### src/rtl/fifo_uart_tx.sv
// fifo_uart_tx: reads one byte per frame from the FIFO and sends it as 8N1 (8E1 with UART_TX_PARITY_EN) on txd.
// Latency: start bit 2 cycles after fifo_rd; reads pace at 10N+3 (11N+3) cycles; en gates only new frames.
module fifo_uart_tx #(
  parameter int CLKS_PER_BIT = 16
) (
  input  logic        clk,
  input  logic        res,
  input  logic        en,
  input  logic        fifo_empty,
  input  logic [7:0]  fifo_data,
  output logic        fifo_rd,
  output logic        txd,
  output logic        busy,
  output logic        tx_done,
  output logic [15:0] frames_sent
);

  localparam int CW = $clog2(CLKS_PER_BIT);
  localparam logic [CW-1:0] CNT_LAST = CW'(CLKS_PER_BIT - 1);

  localparam logic [2:0] IDLE   = 3'd0;
  localparam logic [2:0] RD     = 3'd1;
  localparam logic [2:0] WAIT   = 3'd2;
  localparam logic [2:0] START  = 3'd3;
  localparam logic [2:0] DATA   = 3'd4;
  localparam logic [2:0] STOP   = 3'd5;
`ifdef UART_TX_PARITY_EN
  localparam logic [2:0] PARITY = 3'd6;
`endif

  logic [2:0]    state, nxt_state;
  logic [CW-1:0] baud_cnt, nxt_cnt;
  logic [2:0]    bit_idx, nxt_bit;
  logic [7:0]    shift, nxt_shift;
  logic          nxt_txd;
  logic          cnt_last;
  logic          timed;
`ifdef UART_TX_PARITY_EN
  logic          parity_bit;
`endif

  assign cnt_last = (baud_cnt == CNT_LAST);
  assign fifo_rd  = (state == RD);
  assign busy     = (state != IDLE);
  assign tx_done  = (state == STOP) && cnt_last;

  always_comb begin
    nxt_state = state;
    nxt_bit   = bit_idx;
    nxt_shift = shift;
    timed     = 1'b0;
    case (state)
      IDLE:  if (en && !fifo_empty) nxt_state = RD;
      RD:    nxt_state = WAIT;
      WAIT: begin
        nxt_state = START;
        nxt_shift = fifo_data;
      end
      START: begin
        timed = 1'b1;
        if (cnt_last) nxt_state = DATA;
      end
      DATA: begin
        timed = 1'b1;
        if (cnt_last) begin
          nxt_shift = {1'b0, shift[7:1]};
          if (bit_idx == 3'd7) begin
            nxt_bit = 3'd0;
`ifdef UART_TX_PARITY_EN
            nxt_state = PARITY;
`else
            nxt_state = STOP;
`endif
          end else begin
            nxt_bit = bit_idx + 3'd1;
          end
        end
      end
`ifdef UART_TX_PARITY_EN
      PARITY: begin
        timed = 1'b1;
        if (cnt_last) nxt_state = STOP;
      end
`endif
      STOP: begin
        timed = 1'b1;
        if (cnt_last) nxt_state = IDLE;
      end
      default: nxt_state = IDLE;
    endcase

    // The counter restarts on any state change and at every bit boundary inside DATA.
    nxt_cnt = '0;
    if (timed && (nxt_state == state) && !cnt_last) nxt_cnt = baud_cnt + CW'(1);

    // txd is computed from the next state so the registered line lines up with the state.
    nxt_txd = 1'b1;
    case (nxt_state)
      START:  nxt_txd = 1'b0;
      DATA:   nxt_txd = nxt_shift[0];
`ifdef UART_TX_PARITY_EN
      PARITY: nxt_txd = parity_bit;
`endif
      default: nxt_txd = 1'b1;
    endcase
  end

  always_ff @(posedge clk or negedge res) begin
    if (!res) begin
      state       <= IDLE;
      baud_cnt    <= '0;
      bit_idx     <= 3'd0;
      shift       <= 8'h00;
      txd         <= 1'b1;
      frames_sent <= 16'h0000;
    end else begin
      state    <= nxt_state;
      baud_cnt <= nxt_cnt;
      bit_idx  <= nxt_bit;
      shift    <= nxt_shift;
      txd      <= nxt_txd;
      if (tx_done) frames_sent <= frames_sent + 16'd1;
    end
  end

`ifdef UART_TX_PARITY_EN
  // Parity is taken at load time since the shift register is consumed by DATA.
  always_ff @(posedge clk or negedge res) begin
    if (!res) parity_bit <= 1'b0;
    else if (state == WAIT) parity_bit <= ^fifo_data;
  end
`endif

endmodule

### config.mk
export PLATFORM = sky130hd
export DESIGN_NAME = fifo_uart_tx
export DESIGN_NICKNAME = d
export VERILOG_FILES = /design/src/rtl/fifo_uart_tx.sv
export SDC_FILE = /design/constraint.sdc
export NUM_CORES = 1
export LEC_CHECK = 0
export BUFFER_PORTS_ARGS = -buffer_cell sky130_fd_sc_hd__buf_4
export CORE_MARGIN = 3
export CORE_UTILIZATION = 61
export CTS_BUF_LIST = sky130_fd_sc_hd__clkbuf_2
export DETAILED_ROUTE_END_ITERATION = 10
export PLACE_DENSITY_LB_ADDON = 0.3
export SLEW_MARGIN = 20
export SYNTH_ARGS = -nofsm -noshare
export SYNTH_HDL_FRONTEND = slang
export SYNTH_SLANG_ARGS = --single-unit
### constraint.sdc
create_clock -name clk -period 2.9 [get_ports clk]
set_clock_uncertainty 0.1 [all_clocks]
set_input_delay 0 -clock clk [delete_from_list [all_inputs] [get_ports clk]]
set_output_delay 0 -clock clk [all_outputs]
set_load 0.01 [all_outputs]
After elaboration in Yosys (flattened, before gate mapping) --
Index checks and enable logic that the tools add are counted.
Storage, ports and cells: latch bits 0, input port bits 12, register bits 35, memories kept 0, bits in read-only memories 0, output and inout bits 20, bits in writable memories 0, logic and storage cells 45
Operators by class: div/mod/pow operators 0, multiplexer cells 12, multipliers 0, bitwise logic cells 0, shift operators 0, reductions and logical operators 12, $lt $le $gt $ge 0, equality and inequality tests 11, add/sub/neg operators 3
Operator list (number):
- $mux W3 | 6
- $pmux W3 S6 | 1
- $add A16 B1 Y16 const B | 1
- $pmux W8 S2 | 1
- $eq A3 B3 Y1 const B | 4
- $eq A3 B2 Y1 const B | 3
- $mux W8 | 1
- $add A4 B1 Y4 const B | 1
- $eq A4 B4 Y1 const B | 1
- $logic_and A1 B1 Y1 | 4
- $mux W4 | 1
- $reduce_and A2 Y1 | 2
- $add A3 B1 Y3 const B | 1
- $eq A3 B1 Y1 const B | 1
- $eq A3 B3 Y1 | 1
- $logic_not A3 Y1 | 1
- $reduce_bool A3 Y1 | 1
- $reduce_or A3 Y1 | 1
- $logic_not A1 Y1 | 2
- $ne A2 B2 Y1 const B | 1
- $pmux W1 S2 | 1
- $reduce_bool A2 Y1 | 1
- $mux W1 | 1

Logic depth before layout (Yosys ltp) --
Gate-level depths: netlist of the first run.
word-level depth 8, gate-level depth with buffers 6, mapped depth without buffers 6

Worst setup path before layout of the first run --
OpenSTA, ideal clock, no wires.
kind register to register, start point register baud_cnt[0], end point register bit_idx[0], stages on the path, launching flop included 5, slack 1.333 ns, path buffers 0, period minus slack after synthesis 1.567 ns, arrival 1.342 ns, data required time 2.675 ns, setup time 0.125 ns, cell sequence dfrtp_1 > ha_1 > nand3_4 > nor3_2 > mux2_2
On the way: longest elaborated chain between the ends 2
Ends and longest elaborated chain:
- start: declaration | RTL line 32 | logic [CW-1:0] baud_cnt, nxt_cnt;
- start signal: assignment | RTL line 118 | baud_cnt <= nxt_cnt;
- $eq A4 B4 Y1 | RTL line 42 | assign cnt_last = (baud_cnt == CNT_LAST);
- $reduce_and A2 Y1 (no source line)
- end signal: assignment | RTL line 119 | bit_idx <= nxt_bit;
- end: declaration | RTL line 33 | logic [2:0] bit_idx, nxt_bit;
No other way between the ends. A chain may end at the register's enable or synchronous reset.

Final worst setup path of the first run --
start point register baud_cnt[0], end point output port tx_done
On the way: longest elaborated chain between the ends 2
Ends and longest elaborated chain:
- $eq A4 B4 Y1 | RTL line 42
- $logic_and A1 B1 Y1 | RTL line 45 | assign tx_done = (state == STOP) && cnt_last;
- end: declaration | RTL line 14 | output logic tx_done,
No other way between the ends.

==> impl_metrics.json, run 1 <==
{
  "dpl_cell_area_mm2": 0.00194,
  "clk_latency_ns": 0.38,
  "ys_seq_area_share_pct": 51.8,
  "syn_nets": 162,
  "fin_area_mm2": 0.00212,
  "port-buffer-count": 31,
  "synthFlopType": "dfrtp_1",
  "whs_ns": 0.321,
  "synth-edff-count": 0,
  "synth_top_family_by_area": "simple AND/OR/NAND/NOR gates",
  "cp_cell_sequence": "ha_1 > nand3_4 > nor2_8 > nand2_2 > inv_1 > buf_4",
  "path_depth": 6,
  "post_drt_wl_per_cell_um": 15.4,
  "gp_congestion": 0.848,
  "hpwl_um": 2310,
  "n_antenna_cell": 0,
  "setup_viol": 0,
  "outcome": "completed",
  "rsz0062_at_grt": "false",
  "min-delay-start": "fifo_data[7]",
  "grt-ovfl-total": 0,
  "grt_pass1_vias": 1292,
  "dieArea_mm2": 0.00344,
  "grt_max_degree": 35,
  "synth_top_cell_by_area": "dfrtp_1",
  "cts_root_buf": "clkbuf_2",
  "worstSetupPathType": "reg -> out",
  "cp_top_family": "simple AND/OR/NAND/NOR gates",
  "synthMuxAreaShare_pct": 3.55,
  "drive_gt1_share_pct": 29.0,
  "n_fill_cell": 170,
  "layout.nets": 208,
  "critPathMaxStageDelay_ns": 0.42,
  "min_path_cells": 3,
  "drtIter0Drc": 65,
  "avgViaCountPerCell": 5.84,
  "synth_cell_type_count": 39,
  "pin_count": 32,
  "r2r_start": "state[0]",
  "grt_pass1_wl_um": 5780,
  "grt_antenna_before_repair": 0,
  "leakagePower_nw": 0.998,
  "wl_um": 3440,
  "synthArstFlopShare_pct": 100,
  "drv_slew": 0,
  "dpl_worst_slack_ns": 1.08,
  "drc": 0,
  "fin_crit_ns": 1.93,
  "post_cts_resized": 0,
  "maxCapViolCount": 0,
  "ys.warnings.count": 0,
  "synth_fa_ha_area_share_pct": 2.96,
  "tritoncts": "done",
  "vias": 1302,
  "cts_buffers": 5,
  "slowest_stage": "dfrtp_1",
  "ant_nets": 0,
  "max_freq_mhz": 519,
  "crit_fanout": 10,
  "hold_path.class": "in -> reg",
  "fin_ws_ns": 0.972,
  "arrival_ns": 1.83,
  "synthTopCellsByArea": "dfrtp_1, xnor2_1, o2bb2ai_1",
  "setup_tns_ns": 0,
  "cp.buffers_inverters": 2,
  "start_util_pct": 65.9,
  "clk_pin_slew_ns": 0.17,
  "worstMarginPinSlew_ns": 0.744,
  "syn-cell-area_mm2": 0.00169,
  "htree_levels": 2,
  "powerDensity_mw_per_mm2": 361,
  "ys_ff_latch": 35,
  "synth-xor-area-share_pct": 8.80,
  "cts_buffer_depth": 2,
  "fin_crit_sh_pct": 66.5,
  "cp_data_required_time_ns": 2.80,
  "area_delta_synth_final_pct": 25.1,
  "relSlewSlack_pct": 50.3,
  "synth-compound-area-share_pct": 9.84,
  "rr_worst_depth": 4,
  "track_usage_pct": 22.6,
  "dr.pass1.iters": 4,
  "netlist.area_leader.share_pct": 50.3,
  "syn_inst": 146,
  "hold_viol": 0,
  "cp-end-kind": "primary output",
  "yosysMostFrequentCell": "dfrtp_1",
  "cp-startpoint": "baud_cnt[0]",
  "die_h_um": 58.7,
  "clkSinkCount": 35,
  "yosys.area_share.simple_pct": 20.3,
  "rows": 18,
  "syn_avg_cell_area_um2": 11.6,
  "synth_commonest_cells": "dfrtp_1, xnor2_1, a22oi_1, nand3_1",
  "vdd_drop_max_v": 0.000410,
  "die_w_um": 58.7,
  "core_area_mm2": 0.00257,
  "cp-start-kind": "flip-flop"
}
power by group:
part	switching, W	internal (W)	leakage (nW)
logic	0.0000185	0.0000279	0.524
registers	0.00000318	0.000495	0.441
clock network	0.000165	0.0000553	0.0325
total	0.000186	0.000578	0.998
registers in the layout, summed over array words and instances, names as in the netlist:
name / count
baud_cnt: 4
shift: 8
frames_sent: 16
txd: 1
bit_idx: 3
state: 3
final timing paths:
| path | endpoint | slack, ns |
|---|---|---|
| max | tx_done | 0.97 |
| max reg2reg | state[0] | 1.00 |
| min in group asynchronous | txd | 0.53 |
| min reg2reg | frames_sent[15] | 0.39 |
| max in group asynchronous | frames_sent[6] | 2.00 |
| min | shift[7] | 0.32 |
worst register-to-register path, cell delays in order (launching register included):
cell	delay (ns)
dfrtp_1	0.78
nor3b_1	0.12
dlygate4sd3_1	0.59
a21oi_1	0.12
o22ai_1	0.09
layout by cell type (no fill, tap or decap), drive strengths merged, types with 7 or more instances in the layout:
cell / count
o2bb2ai: 7
nor2: 10
dfrtp: 34
nand2: 8
nand3: 9
buf: 32
dlygate4sd3: 12
xnor2: 12
a22oi: 8
cell type report:
class | count | area, µm² | area share, %
clock buffer | 5 | 25.0 | 1.18
clock inverter | 3 | 15.0 | 0.710
inverter | 5 | 18.8 | 0.887
multi-input combinational | 101 | 769 | 36.4
sequential | 35 | 877 | 41.5
tap | 30 | 37.5 | 1.77
timing repair buffer | 44 | 373 | 17.6
through the flow:
| step | total power (W) | cells | utilization, % |
|---|---|---|---|
| after global routing | 0.000794 | 223 | 82.4 |
| after CTS | 0.000774 | 223 | 82.4 |
| after global placement | 0.000536 | 202 | 75.4 |
| after detailed placement | 0.000537 | 202 | 75.4 |
| final | 0.000764 | 223 | 82.4 |
| after floorplan | 0.000513 | 146 | - |
kinds of logic after synthesis:
group | after synthesis
AOI/OAI and AO/OA | 22
muxes | 5
xor gates and xnor gates | 17
DFF | 35
adders and majority gates | 4
buffers and inverters | 10
and+or+nand+nor | 53
repair_timing:
action                                  CTS  global route
endpoints found under the setup margin    0             0
hold endpoints to repair                 44             0
hold buffers                             13             0
buffers inserted                          0             0
metal layers:
metal,wire length (µm),track usage [%]
met3,163,5.92
met1,1440,26.9
met4,33,6.15
met2,1800,40.2
met5,0,0
Note: power is estimated with default switching activity, not from simulation.
==> run 2, diff against run 1 <==
--- a/config.mk
+++ b/config.mk
@@ -7,7 +7,7 @@
 export LEC_CHECK = 0
 export BUFFER_PORTS_ARGS = -buffer_cell sky130_fd_sc_hd__buf_4
 export CORE_MARGIN = 3
-export CORE_UTILIZATION = 61
+export CORE_UTILIZATION = 51
 export CTS_BUF_LIST = sky130_fd_sc_hd__clkbuf_2
 export DETAILED_ROUTE_END_ITERATION = 10
 export PLACE_DENSITY_LB_ADDON = 0.3
==> constraint.sdc (replaced) <==
create_clock -name clk -period 1.6 [get_ports clk]
set_clock_uncertainty 0.1 [all_clocks]
set_input_delay 0 -clock clk [delete_from_list [all_inputs] [get_ports clk]]
set_output_delay 0 -clock clk [all_outputs]
set_load 0.01 [all_outputs]
==> run 2 against run 1 <==
Net effect: core utilization is 4.3 points lower; worst hold slack lost 0.027 ns; critical path type is now reg -> reg; combinational power increased by 73%; non-clock buffer count rose by 25; design area up 15%; the run now ends with setup timing left.
==> impl_metrics.json, run 2 (synthesis gave the netlist of run 1 again) <==
{
  "dieArea_mm2": 0.00404,
  "pin_count": 32,
  "largest_reg_flops": 16,
  "n_antenna_cell": 0,
  "worstMarginPinSlew_ns": 0.429,
  "avgViaCountPerCell": 5.46,
  "rows": 20,
  "gp_congestion": 0.766,
  "vdd_drop_max_v": 0.000607,
  "fin_ws_ns": -0.0118,
  "die_w_um": 63.6,
  "violations": "setup timing",
  "powerDensity_mw_per_mm2": 636,
  "grt-ovfl-total": 0,
  "placedCellCount": 231,
  "drive_gt1_share_pct": 41.7,
  "n_fill_cell": 208,
  "relSlewSlack_pct": 71.4,
  "crit_fanout": 6,
  "tritoncts": "done",
  "grt_pass1_vias": 1418,
  "layout_commonest_cell": "buf_4",
  "drv_slew": 0,
  "hold_path.class": "in -> reg",
  "clk_pin_slew_ns": 0.18,
  "cp_data_required_time_ns": 1.84,
  "track_usage_pct": 21.0,
  "fin_crit_sh_pct": 101,
  "ant_nets": 0,
  "worstSetupPathType": "reg -> reg",
  "vias": 1430,
  "cp_cell_sequence": "ha_1 > nand4b_1 > nor2_4 > and3_1 > xor2_1",
  "leakagePower_nw": 1.14,
  "hold_viol": 0,
  "holdPathEnd": "shift[7]",
  "cp-startpoint": "frames_sent[1]",
  "cts_buffers": 5,
  "regToRegSetupSlack_ns": -0.01,
  "drc": 0,
  "cts_root_buf": "clkbuf_2",
  "slowest_stage": "dfrtp_1",
  "port-buffer-count": 31,
  "rr_worst_depth": 5,
  "min-delay-start": "fifo_data[7]",
  "final_cells": 262,
  "fin_area_mm2": 0.00242,
  "post_drt_wl_per_cell_um": 15.3,
  "rsz0062_at_grt": "true",
  "wl_um": 4010,
  "drtIter0Drc": 100,
  "area_delta_synth_final_pct": 43.3,
  "max_freq_mhz": 620,
  "start_util_pct": 54.5,
  "setup_viol": 1,
  "cp-start-kind": "flip-flop",
  "cp-end-kind": "flip-flop",
  "fin_crit_ns": 1.61,
  "clkSinkCount": 35,
  "arrival_ns": 1.85,
  "layout.nets": 233,
  "min_path_cells": 3,
  "dr.pass1.iters": 4,
  "hpwl_um": 2650,
  "reg.largest.list": "frames_sent: 16 flops, shift: 8 flops, baud_cnt: 4 flops",
  "critPathMaxStageDelay_ns": 0.44,
  "final_cell_mix": "buf_4, dfrtp_1, xnor2_1, dlygate4sd3_1, nand3_1",
  "htree_levels": 2,
  "regMostFlops": "frames_sent",
  "dpl_cell_area_mm2": 0.00207,
  "clk_latency_ns": 0.40,
  "die_h_um": 63.6,
  "grt_max_degree": 36,
  "r2r_start": "frames_sent[1]",
  "cts_buffer_depth": 2,
  "outcome": "finished, violations left",
  "grt_antenna_before_repair": 0,
  "fin_total_pwr_w": 0.00154,
  "core_area_mm2": 0.00310,
  "grt_pass1_wl_um": 6480,
  "r2r_end": "frames_sent[4]",
  "maxCapViolCount": 0
}
-- run 2: cell type report --
type                       instances  area, µm²  area share [%]
tap                               44       55.1            2.27
clock inverter                     3       38.8            1.60
inverter                           5       18.8           0.774
timing repair buffer              69        559            23.1
clock buffer                       5       25.0            1.03
multi-input combinational        101        847            35.0
sequential                        35        880            36.3
-- run 2: worst max-delay path: cells and delay by family (launching register included) --
family,cells,cell delay (ns)
XOR/XNOR,1,0.15
flip-flops,1,0.44
AND/OR/NAND/NOR,3,0.69
adder cells (fa/ha/maj),1,0.17
-- run 2: metal layers --
layer  track usage, %  share of wire, %  vias to the layer above
li1                 -                 -                      668
met1             25.1                40                      710
met2             35.1                53                       43
met3             7.66               5.3                        9
met4             6.47               1.7                        0
met5                0                 0                        -
-- run 2: report_power, final --
part	internal [W]	switching (W)
clock	0.000257	0.000300
combinational	0.0000478	0.0000324
sequential	0.000896	0.00000781
-- run 2: worst max-delay path by stage --
| stage | to | slack (ns) | depth (start not counted) |
|---|---|---|---|
| 2_1_floorplan | bit_idx[0] | 0.03 | 4 |
| 3_3_place_gp | bit_idx[1] | 0.02 | 4 |
| 3_5_place_dp | bit_idx[1] | -0.09 | 4 |
| 4_1_cts | frames_sent[4] | -0.01 | 5 |
| 5_1_grt | tx_done | -0.09 | 6 |
| 6_report | frames_sent[4] | -0.01 | 5 |
-- run 2: through the flow --
step | setup WS, ns | utilization (%) | hold slack (ns) | setup TNS (ns)
after floorplan | 0.0335 | - | -0.396 | 0
after global placement | 0.0178 | 66.6 | -0.133 | 0
after detailed placement | -0.0856 | 66.6 | -0.127 | -0.281
after CTS | -0.0122 | 75.4 | 0.297 | -0.0173
after global routing | -0.0881 | 78.1 | 0.290 | -0.669
final | -0.0118 | 78.1 | 0.294 | -0.0118
-- run 2: what timing repair did --
action                     CTS  global route
hold buffers                12             0
hold endpoints to repair    44             0
gates resized for setup     10            12
pin swaps                    4             9
setup endpoints to repair   17            24
setup buffers                6             5
==> run 3, diff against run 2 <==
--- a/config.mk
+++ b/config.mk
@@ -11,6 +11,7 @@
 export CTS_BUF_LIST = sky130_fd_sc_hd__clkbuf_2
 export DETAILED_ROUTE_END_ITERATION = 10
 export PLACE_DENSITY_LB_ADDON = 0.3
+export RECOVER_POWER = 50
 export SLEW_MARGIN = 20
 export SYNTH_ARGS = -nofsm -noshare
 export SYNTH_HDL_FRONTEND = slang
==> run 3 against run 2 <==
Net effect: the flow still finishes with violations (setup timing); worst setup slack stayed put; final cell count stayed put; wire length about the same; critical path depth unchanged; flip-flop and latch count did not move; register-to-register slack about the same; design area decreased by 0.26%; via count unchanged; global-route usage is the same; worst hold slack did not move.
==> impl_metrics.json, run 3 (synthesis gave the netlist of run 1 again) <==
{
  "outcome": "finished, violations left",
  "violations": "setup timing",
  "p_clk_share_pct": 36.1,
  "r2r_end": "frames_sent[4]",
  "regMostFlops": "frames_sent",
  "r2r_start": "frames_sent[1]",
  "p_seq_share_pct": 58.7,
  "grt-ovfl-total": 0,
  "largest_reg_flops": 16,
  "setup_viol": 1,
  "n_antenna_cell": 0,
  "fin_ws_ns": -0.0118,
  "clk_latency_ns": 0.40,
  "htree_levels": 2,
  "cp-start-kind": "flip-flop",
  "cts_buffers": 5,
  "powerDensity_mw_per_mm2": 637,
  "min_path_cells": 3,
  "cp-end-kind": "flip-flop",
  "die_w_um": 63.6,
  "max_freq_mhz": 620,
  "swShare_pct": 22.1,
  "relSlewSlack_pct": 43.9,
  "wl_um": 4010,
  "grt_pass1_vias": 1418,
  "critPathMaxStageDelay_ns": 0.44,
  "cts_buffer_depth": 2,
  "dr.pass1.iters": 4,
  "drive_gt1_share_pct": 41.3,
  "drc": 0,
  "layout.nets": 233,
  "avgViaCountPerCell": 5.46,
  "grt_antenna_before_repair": 0,
  "clkSinkCount": 35,
  "hold_path.class": "in -> reg",
  "maxCapViolCount": 0,
  "placedCellCount": 231,
  "pwr-share-comb_pct": 5.1,
  "n_fill_cell": 211,
  "cp_top_family": "simple AND/OR/NAND/NOR gates",
  "fin_crit_ns": 1.61,
  "slowest_stage": "dfrtp_1",
  "drtIter0Drc": 100,
  "min-delay-start": "fifo_data[7]",
  "fin_total_pwr_w": 0.00154,
  "die_h_um": 63.6,
  "reg.largest.list": "frames_sent: 16 flops, shift: 8 flops, baud_cnt: 4 flops",
  "clk_pin_slew_ns": 0.18,
  "rr_worst_depth": 5,
  "pin_count": 32,
  "cp.buffers_inverters": 0,
  "hold_viol": 0,
  "hpwl_um": 2650,
  "gp_congestion": 0.766,
  "ant_nets": 0,
  "p_int_w": 0.00120,
  "fin_crit_sh_pct": 101,
  "vias": 1430,
  "crit_fanout": 6,
  "area_delta_synth_final_pct": 42.9,
  "track_usage_pct": 21.0,
  "p_switching_w": 0.000340,
  "leakagePower_nw": 1.13,
  "start_util_pct": 54.5,
  "port-buffer-count": 31,
  "cts_root_buf": "clkbuf_2",
  "grt_pass1_wl_um": 6480,
  "layout_commonest_cell": "buf_4",
  "worstSetupPathType": "reg -> reg",
  "post_drt_wl_per_cell_um": 15.3,
  "cp_data_required_time_ns": 1.84,
  "final_cells": 262,
  "regToRegSetupSlack_ns": -0.01,
  "core_area_mm2": 0.00310,
  "final_cell_mix": "buf_4, dfrtp_1, xnor2_1, dlygate4sd3_1, nand3_1",
  "drv_slew": 0,
  "rows": 20,
  "dieArea_mm2": 0.00404,
  "tritoncts": "done",
  "cp_cell_sequence": "ha_1 > nand4b_1 > nor2_4 > and3_1 > xor2_1",
  "arrival_ns": 1.85,
  "holdPathEnd": "shift[7]",
  "vdd_drop_max_v": 0.000607,
  "rsz0062_at_grt": "true",
  "worstMarginPinSlew_ns": 0.841,
  "grt_max_degree": 36
}
==> run 3: power by group through the flow <==
stage / Sequential, W / Clock [W] / Combinational (W)
2_1_floorplan: 0.000918 / 0 / 0.0000120
3_5_place_dp: 0.000918 / 0 / 0.0000544
6_report: 0.000904 / 0.000557 / 0.0000793
5_1_grt: 0.000906 / 0.000609 / 0.0000895
4_1_cts: 0.000903 / 0.000556 / 0.0000779
3_3_place_gp: 0.000918 / 0 / 0.0000526
==> run 3: area by class of cell <==
| cell class | count | area (µm²) | area share [%] |
|---|---|---|---|
| sequential | 35 | 880 | 36.4 |
| multi-input combinational | 101 | 847 | 35.0 |
| timing repair buffer | 69 | 553 | 22.9 |
| tap | 44 | 55.1 | 2.28 |
| clock inverter | 3 | 38.8 | 1.60 |
| clock buffer | 5 | 25.0 | 1.04 |
| inverter | 5 | 18.8 | 0.776 |
==> run 3: how the worst max path moves through the flow <==
stage                         from        endpoint  cells past startpoint
floorplan              baud_cnt[0]      bit_idx[0]                      4
global placement       baud_cnt[0]      bit_idx[1]                      4
detailed placement     baud_cnt[0]      bit_idx[1]                      4
CTS                 frames_sent[1]  frames_sent[4]                      5
global route           baud_cnt[1]         tx_done                      6
finish              frames_sent[1]  frames_sent[4]                      5
==> run 3: layer usage <==
layer	global-route usage (%)	part of all wire, %	vias to the layer above	routed length (µm)
li1	-	-	668	-
met1	25.1	40	710	1620
met2	35.1	52	43	2100
met3	7.66	5.4	9	215
met4	6.47	1.7	0	70
met5	0	0	-	0
==> run 3: worst reg2reg max path, delay by kind of cell (launching register included) <==
kind | cells | cell delay (ns)
and+or+nand+nor | 3 | 0.69
DFF | 1 | 0.44
adders and majority gates | 1 | 0.17
xor gates and xnor gates | 1 | 0.15
==> run 3: stage by stage <==
step                hold WS [ns]  utilization [%]  area (µm²)  worst slack (ns)  TNS, ns
global route               0.290             77.9        2420           -0.0881   -0.720
finish                     0.294             77.9        2420           -0.0118  -0.0118
CTS                        0.297             75.4        2340           -0.0122  -0.0173
global placement          -0.133             66.6        2070            0.0178        0
detailed placement        -0.127             66.6        2070           -0.0856   -0.281
floorplan                 -0.396                -        1690            0.0335        0
==> run 3: repair_timing <==
item	4_1_cts	5_1_grt
setup buffers	6	5
endpoints found under the hold margin	44	0
hold buffers	12	0
pin swaps	4	9
resized for setup	10	12
endpoints found under the setup margin	17	24
